**src/rtl/cia_access_sched_pkg.sv**
```systemverilog
// Shared types and constants for the CIA access scheduler.
package cia_access_sched_pkg;

   typedef enum logic [1:0] {
      S_IDLE    = 2'd0,
      S_ACTIVE  = 2'd1,
      S_CAPTURE = 2'd2
   } state_t;

   localparam int         DIV_DEFAULT = 8;
   localparam logic [3:0] ICR_ADDR    = 4'hD;

endpackage

```
**src/rtl/cia_phase_gen.sv**
```systemverilog
// Free-running phi2 phase counter with registered phase strobes.
module cia_phase_gen
   import cia_access_sched_pkg::*;
#(
   parameter int DIV = DIV_DEFAULT,
   parameter int PW  = $clog2(DIV)
) (
   input  logic          clk,
   input  logic          res,
   output logic [PW-1:0] ph,
   output logic          phi2_p,
   output logic          phi2_n
);

   localparam logic [PW-1:0] PH_LAST = PW'(DIV - 1);
   localparam logic [PW-1:0] PH_HALF = PW'(DIV / 2);

   logic [PW-1:0] ph_q, ph_d;
   logic          phi2_p_q, phi2_n_q;

   // Next phase, wrapping after DIV-1.
   always_comb begin
      ph_d = ph_q + PW'(1);
      if (ph_q == PH_LAST) ph_d = '0;
   end

   // Strobes are decoded from the next phase so they line up with ph.
   always_ff @(posedge clk) begin
      if (res) begin
         ph_q     <= '0;
         phi2_p_q <= 1'b0;
         phi2_n_q <= 1'b0;
      end else begin
         ph_q     <= ph_d;
         phi2_p_q <= (ph_d == '0);
         phi2_n_q <= (ph_d == PH_HALF);
      end
   end

   assign ph     = ph_q;
   assign phi2_p = phi2_p_q;
   assign phi2_n = phi2_n_q;

endmodule

```
**src/rtl/cia_access_sched.sv**
```systemverilog
// Two-requester (cpu/host) scheduler for a CIA register bus, one bus
// cycle per phi2 period, round-robin arbitration, host ICR read lock.
module cia_access_sched
   import cia_access_sched_pkg::*;
#(
   parameter int DIV = DIV_DEFAULT
) (
   input  logic       clk,
   input  logic       res,
   input  logic       cpu_req,
   input  logic       cpu_rw,
   input  logic [3:0] cpu_addr,
   input  logic [7:0] cpu_wdata,
   output logic       cpu_ack,
   output logic [7:0] cpu_rdata,
   input  logic       host_req,
   input  logic       host_rw,
   input  logic [3:0] host_addr,
   input  logic [7:0] host_wdata,
   output logic       host_ack,
   output logic [7:0] host_rdata,
   output logic       host_err,
   input  logic       host_icr_lock,
   output logic       phi2_p,
   output logic       phi2_n,
   output logic       cia_cs_n,
   output logic       cia_rw,
   output logic [3:0] cia_rs,
   output logic [7:0] cia_db_in,
   input  logic [7:0] cia_db_out,
   output logic       busy
);

   localparam int            PW      = $clog2(DIV);
   localparam logic [PW-1:0] PH_LAST = PW'(DIV - 1);
   localparam logic [PW-1:0] PH_HALF = PW'(DIV / 2);

   logic [PW-1:0] ph;

   cia_phase_gen #(.DIV(DIV), .PW(PW)) u_phase (
      .clk    (clk),
      .res    (res),
      .ph     (ph),
      .phi2_p (phi2_p),
      .phi2_n (phi2_n)
   );

   state_t     state_q;
   logic       gnt_host_q;   // owner of the access in flight
   logic       ptr_host_q;   // 1 = host was granted last
   logic       cs_n_q, rw_q, busy_q;
   logic [3:0] rs_q;
   logic [7:0] db_in_q;
   logic       cpu_ack_q, host_ack_q, host_err_q;
   logic [7:0] cpu_rdata_q, host_rdata_q;

   logic       any_req_d, pick_host_d, reject_d;

   // Round-robin pick and the host ICR-lock rejection decision.
   always_comb begin
      any_req_d   = cpu_req | host_req;
      pick_host_d = host_req;
      if (cpu_req && host_req) pick_host_d = ~ptr_host_q;
      reject_d    = pick_host_d && host_rw && (host_addr == ICR_ADDR) && host_icr_lock;
   end

   // Access sequencer: arbitrate at the end of a phi2 period, drive one
   // CIA cycle, capture read data after the phi2_n strobe.
   always_ff @(posedge clk) begin
      if (res) begin
         state_q      <= S_IDLE;
         gnt_host_q   <= 1'b0;
         ptr_host_q   <= 1'b1;
         cs_n_q       <= 1'b1;
         rw_q         <= 1'b1;
         rs_q         <= '0;
         db_in_q      <= '0;
         busy_q       <= 1'b0;
         cpu_ack_q    <= 1'b0;
         host_ack_q   <= 1'b0;
         host_err_q   <= 1'b0;
         cpu_rdata_q  <= '0;
         host_rdata_q <= '0;
      end else begin
         cpu_ack_q  <= 1'b0;
         host_ack_q <= 1'b0;
         host_err_q <= 1'b0;
         case (state_q)
            S_IDLE: begin
               if (ph == PH_LAST && any_req_d) begin
                  gnt_host_q <= pick_host_d;
                  busy_q     <= 1'b1;
                  if (reject_d) begin
                     // Locked ICR read: answer immediately, no bus cycle.
                     host_ack_q <= 1'b1;
                     host_err_q <= 1'b1;
                     ptr_host_q <= 1'b1;
                     state_q    <= S_CAPTURE;
                  end else begin
                     cs_n_q  <= 1'b0;
                     rw_q    <= pick_host_d ? host_rw    : cpu_rw;
                     rs_q    <= pick_host_d ? host_addr  : cpu_addr;
                     db_in_q <= pick_host_d ? host_wdata : cpu_wdata;
                     state_q <= S_ACTIVE;
                  end
               end
            end
            S_ACTIVE: begin
               if (ph == PH_HALF) begin
                  cs_n_q     <= 1'b1;
                  rw_q       <= 1'b1;
                  ptr_host_q <= gnt_host_q;
                  if (gnt_host_q) begin
                     host_ack_q <= 1'b1;
                     if (rw_q) host_rdata_q <= cia_db_out;
                  end else begin
                     cpu_ack_q <= 1'b1;
                     if (rw_q) cpu_rdata_q <= cia_db_out;
                  end
                  state_q <= S_CAPTURE;
               end
            end
            S_CAPTURE: begin
               busy_q  <= 1'b0;
               state_q <= S_IDLE;
            end
            default: begin
               busy_q  <= 1'b0;
               cs_n_q  <= 1'b1;
               rw_q    <= 1'b1;
               state_q <= S_IDLE;
            end
         endcase
      end
   end

   assign cpu_ack    = cpu_ack_q;
   assign cpu_rdata  = cpu_rdata_q;
   assign host_ack   = host_ack_q;
   assign host_rdata = host_rdata_q;
   assign host_err   = host_err_q;
   assign cia_cs_n   = cs_n_q;
   assign cia_rw     = rw_q;
   assign cia_rs     = rs_q;
   assign cia_db_in  = db_in_q;
   assign busy       = busy_q;

endmodule

```
**config.mk**
```make
export PLATFORM = sky130hd
export DESIGN_NAME = cia_access_sched
export DESIGN_NICKNAME = d
export VERILOG_FILES = /design/src/rtl/cia_access_sched_pkg.sv /design/src/rtl/cia_phase_gen.sv /design/src/rtl/cia_access_sched.sv
export SDC_FILE = /design/constraint.sdc
export NUM_CORES = 1
export LEC_CHECK = 0
export CAP_MARGIN = 15
export CORE_UTILIZATION = 39
export CTS_CLUSTER_DIAMETER = 40
export DETAILED_ROUTE_END_ITERATION = 8
export HOLD_SLACK_MARGIN = 0.12
export MAX_ROUTING_LAYER = met4
export PLACE_DENSITY = 0.76
export SKIP_CTS_REPAIR_TIMING = 1
export SLEW_MARGIN = 30
export SYNTH_ARGS = -nofsm -noshare
export SYNTH_HDL_FRONTEND = slang
export SYNTH_SLANG_ARGS = --single-unit
```
**constraint.sdc**
```tcl
create_clock -name clk -period 1.55 [get_ports clk]
set_clock_uncertainty 0.1 [all_clocks]
set_input_delay 0.2325 -clock clk [delete_from_list [all_inputs] [get_ports clk]]
set_output_delay 0.2325 -clock clk [all_outputs]
set_load 0.02 [all_outputs]
```
==> flow_metrics.py <==
metrics = {
    "power": {
        "p_int_mw": 1.60,
        "swShare_pct": 23.6,
        "seqPwrFrac_pct": 54.0,
        "power.switching_mw": 0.493,
        "pwr-share-clk_pct": 32.9,
        "leakagePower_nw": 1.77,
        "ir_worst_vdd_mv": 0.726,
        "pwr_density_cell_nw_per_um2": 661,
        "p_comb_share_pct": 13.2,
    },
    "clocking": {
        "clock_latency_ns": 0.29,
        "cts_root_buf": "clkbuf_8",
        "cts_made_buffers": 5,
        "clk_path_buf_depth": 2,
        "cts.sinks": 43,
        "cts.clk_slew.worst_paths_ns": 0.08,
        "cts_tree": "yes",
        "htreeDepth": 2,
    },
    "worst_setup_path": {
        "critical_path_depth": 7,
        "slowest_stage": "dfxtp_2",
        "rr_worst_depth": 7,
        "cp.arrival_ns": 1.72,
        "cp_slowest_stage_delay_ns": 0.37,
        "crit_top_cell": "ha_4",
        "path_buf_inv": 1,
        "critPathRequiredTime_ns": 1.64,
        "crit-reg2reg-launch": "u_phase.ph[1]$_SDFF_PP0_",
        "crit_path_start": "u_phase.ph[1]$_SDFF_PP0_",
        "crit_fanout": 6,
        "end_kind": "register",
        "path_cells": "ha_4 -> ha_4 -> nand2b_4 -> nor3_4 -> buf_4 -> mux2i_2 -> nor2_1",
        "crit_family": "flip-flops",
        "worstSetupPathType": "reg2reg",
        "critPathLaunchType": "register",
    },
    "floorplan": {
        "pin_count": 75,
        "die_h_microns": 71.1,
        "row_count": 24,
        "die_w_microns": 71.1,
        "coreArea_sq_um": 4470,
        "initial_utilization_pct": 41.6,
        "dieArea_sq_um": 5050,
    },
    "yosys": {
        "ys_seq_elements": 43,
        "mappedNetlistNets": 219,
        "syn-cell-area_sq_um": 1860,
        "netlist_instances": 177,
        "synth.distinct_cells": 36,
        "syn_area_per_cell_sq_um": 10.5,
        "yosys_warnings": 0,
        "synth-seq-area-share_pct": 46.2,
    },
    "timing": {
        "worst_pin_slew_ns": 0.446,
        "setup_viol": 20,
        "layout_setup_ws_ns": -0.0865,
        "post-route-period-util_pct": 106,
        "rsz0062_at_grt": "yes",
        "setup_tns_ns": -0.868,
        "fmax_mhz": 611,
        "maxSlewHeadroom_pct": 70.2,
        "slew_viol_final": 0,
        "finalHoldViolCount": 0,
        "hold_slack_ns": 0.389,
        "layout_min_cycle_time_ns": 1.64,
    },
    "finish": {
        "antenna_cells": 0,
        "drive_gt1_share_pct": 26.8,
        "area_delta_synth_final_pct": 70.0,
        "post-route-util_pct": 70.7,
        "final_nets": 317,
        "fin_cells": 328,
    },
    "drt": {
        "drt_pre_antenna_iters": 6,
        "wl_per_cell_microns": 15.7,
        "vias": 1714,
        "wirelength_microns": 5140,
        "ant_nets": 0,
        "avgViaCountPerCell": 5.23,
        "drtIter0Drc": 137,
        "drc": 0,
    },
    "placed_design": {
        "dp_cells": 316,
        "io_buffer_count": 74,
        "post-place-ws_ns": -0.358,
        "dp_hpwl_microns": 3460,
        "gp_congestion": 0.870,
    },
    "hold_path": {
        "hold_path.class": "reg2reg",
        "hold_path_depth": 2,
        "min-delay-start": "host_rdata[0]$_SDFFE_PP0P_",
    },
    "run": {
        "cap_violations": 0,
    },
    "global_routing": {
        "grt_max_degree": 24,
        "grt_usage_pct": 19.3,
        "grt_pass1_wl_microns": 7450,
        "grt_overflow": 0,
        "grt_antenna_before_repair": 0,
        "first_global_vias": 1638,
    },
    "run_status": {
        "status": "complete, but fails checks",
        "violations": "negative setup slack",
    },
}
[cell families after synthesis]
logic type	count (synthesis)	synth area share (%)
simple gates	52	16.1
flops	43	46.2
compound gates	33	14.7
mux	31	16.7
buf+inv	15	4.23
fa+ha+maj	3	2.02
[stage by stage]
| stage | power (mW) | area, sq um |
|---|---|---|
| CTS | 2.10 | 2940 |
| detailed placement | 1.41 | 2860 |
| floorplan | 1.25 | 1900 |
| global route | 2.18 | 3160 |
| finish | 2.09 | 3160 |
| global placement | 1.41 | 2860 |
[layout make-up]
class	instances	area, sq um
tap	52	65.1
timing repair buffer	101	1080
inverter	4	15.0
sequential	43	863
clock inverter	2	12.5
multi-input combinational	120	1050
fill	317	1310
clock buffer	6	72.6
[power by group through the flow]
stage          sequential [mW]  clock [mW]  combinational [mW]
4_1_cts                   1.13       0.709               0.259
3_5_place_dp              1.15           0               0.258
2_1_floorplan             1.16           0              0.0959
3_3_place_gp              1.15           0               0.254
6_report                  1.13       0.687               0.276
5_1_grt                   1.13       0.754               0.298
[sequential cells by signal (all words and copies together) (netlist names), 2 cells and up]
name and cells:
cia_rs 4, u_phase.ph 3, cpu_rdata 8, state_q 2
host_rdata 8, cia_db_in 8
[metal layers]
layer | share of wire, % | up-vias | track usage (%)
met5 | 0 | - | -
met4 | 1.9 | 0 | 7.33
met3 | 3.6 | 10 | 4.27
met2 | 51 | 49 | 31.8
met1 | 43 | 821 | 23.1
li1 | - | 834 | -
[synthesized netlist by cell type]
cell type	n	area share, %
nand2_1	4	0.81
and4_1	1	0.47
nand3_1	2	0.54
nand4_4	1	1.1
mux2i_1	30	16
o221ai_1	1	0.47
clkbuf_4	1	0.40
nor4_1	2	0.67
and3_1	1	0.34
mux2_2	1	0.60
dfxtp_1	43	46
nor2_1	23	4.6
a21boi_4	1	1.0
and3b_1	1	0.47
buf_6	1	0.60
nand4b_1	2	0.94
nand3_2	1	0.54
a221o_1	1	0.54
buf_1	1	0.20
and4b_1	1	0.54
clkbuf_1	5	1.0
nor2b_1	2	0.67
a211oi_2	10	6.7
nand3b_1	2	0.81
nand2b_1	1	0.34
nor3b_1	1	0.40
nor3_4	1	0.87
o311ai_1	1	0.47
and2_1	1	0.34
a211oi_1	3	1.2
nor3_1	4	1.1
buf_4	3	1.2
ha_1	3	2.0
and2_4	1	0.47
a21oi_1	16	4.3
inv_1	4	0.81
[tightest hold or removal path, delay by kind of cell, from the launching register on]
kind | cells | cell delay (ns)
and+or+nand+nor | 1 | 0.07
muxes | 1 | 0.06
DFF | 1 | 0.32
[final timing paths]
kind                                     end  slack (ns)
setup / recovery     gnt_host_q$_SDFFE_PP0P_       -0.09
hold / removal    host_rdata[0]$_SDFFE_PP0P_        0.39
setup reg to reg     gnt_host_q$_SDFFE_PP0P_       -0.09
hold reg to reg   host_rdata[0]$_SDFFE_PP0P_        0.39
[layout by cell type (no fill, tap or decap), types with 2 or more instances in the layout]
cell type | Yosys | final
dlymetal6s2s_1 | 0 | 36
buf_6 | 1 | 3
mux2i_1 | 30 | 27
nor2_1 | 23 | 22
a21oi_1 | 16 | 12
buf_4 | 3 | 21
nand3_2 | 1 | 2
nand2_1 | 4 | 4
nor4_2 | 0 | 2
nand4b_1 | 2 | 2
mux2i_2 | 0 | 3
dfxtp_1 | 43 | 41
a211oi_2 | 10 | 11
a21oi_2 | 0 | 3
clkbuf_8 | 0 | 5
inv_1 | 4 | 3
buf_12 | 0 | 3
a211oi_1 | 3 | 2
nor3_1 | 4 | 4
nor2b_1 | 2 | 2
dfxtp_2 | 0 | 2
nand3b_1 | 2 | 2
ha_4 | 0 | 3
clkdlybuf4s50_1 | 0 | 38
(Power assumes the default switching activity.)
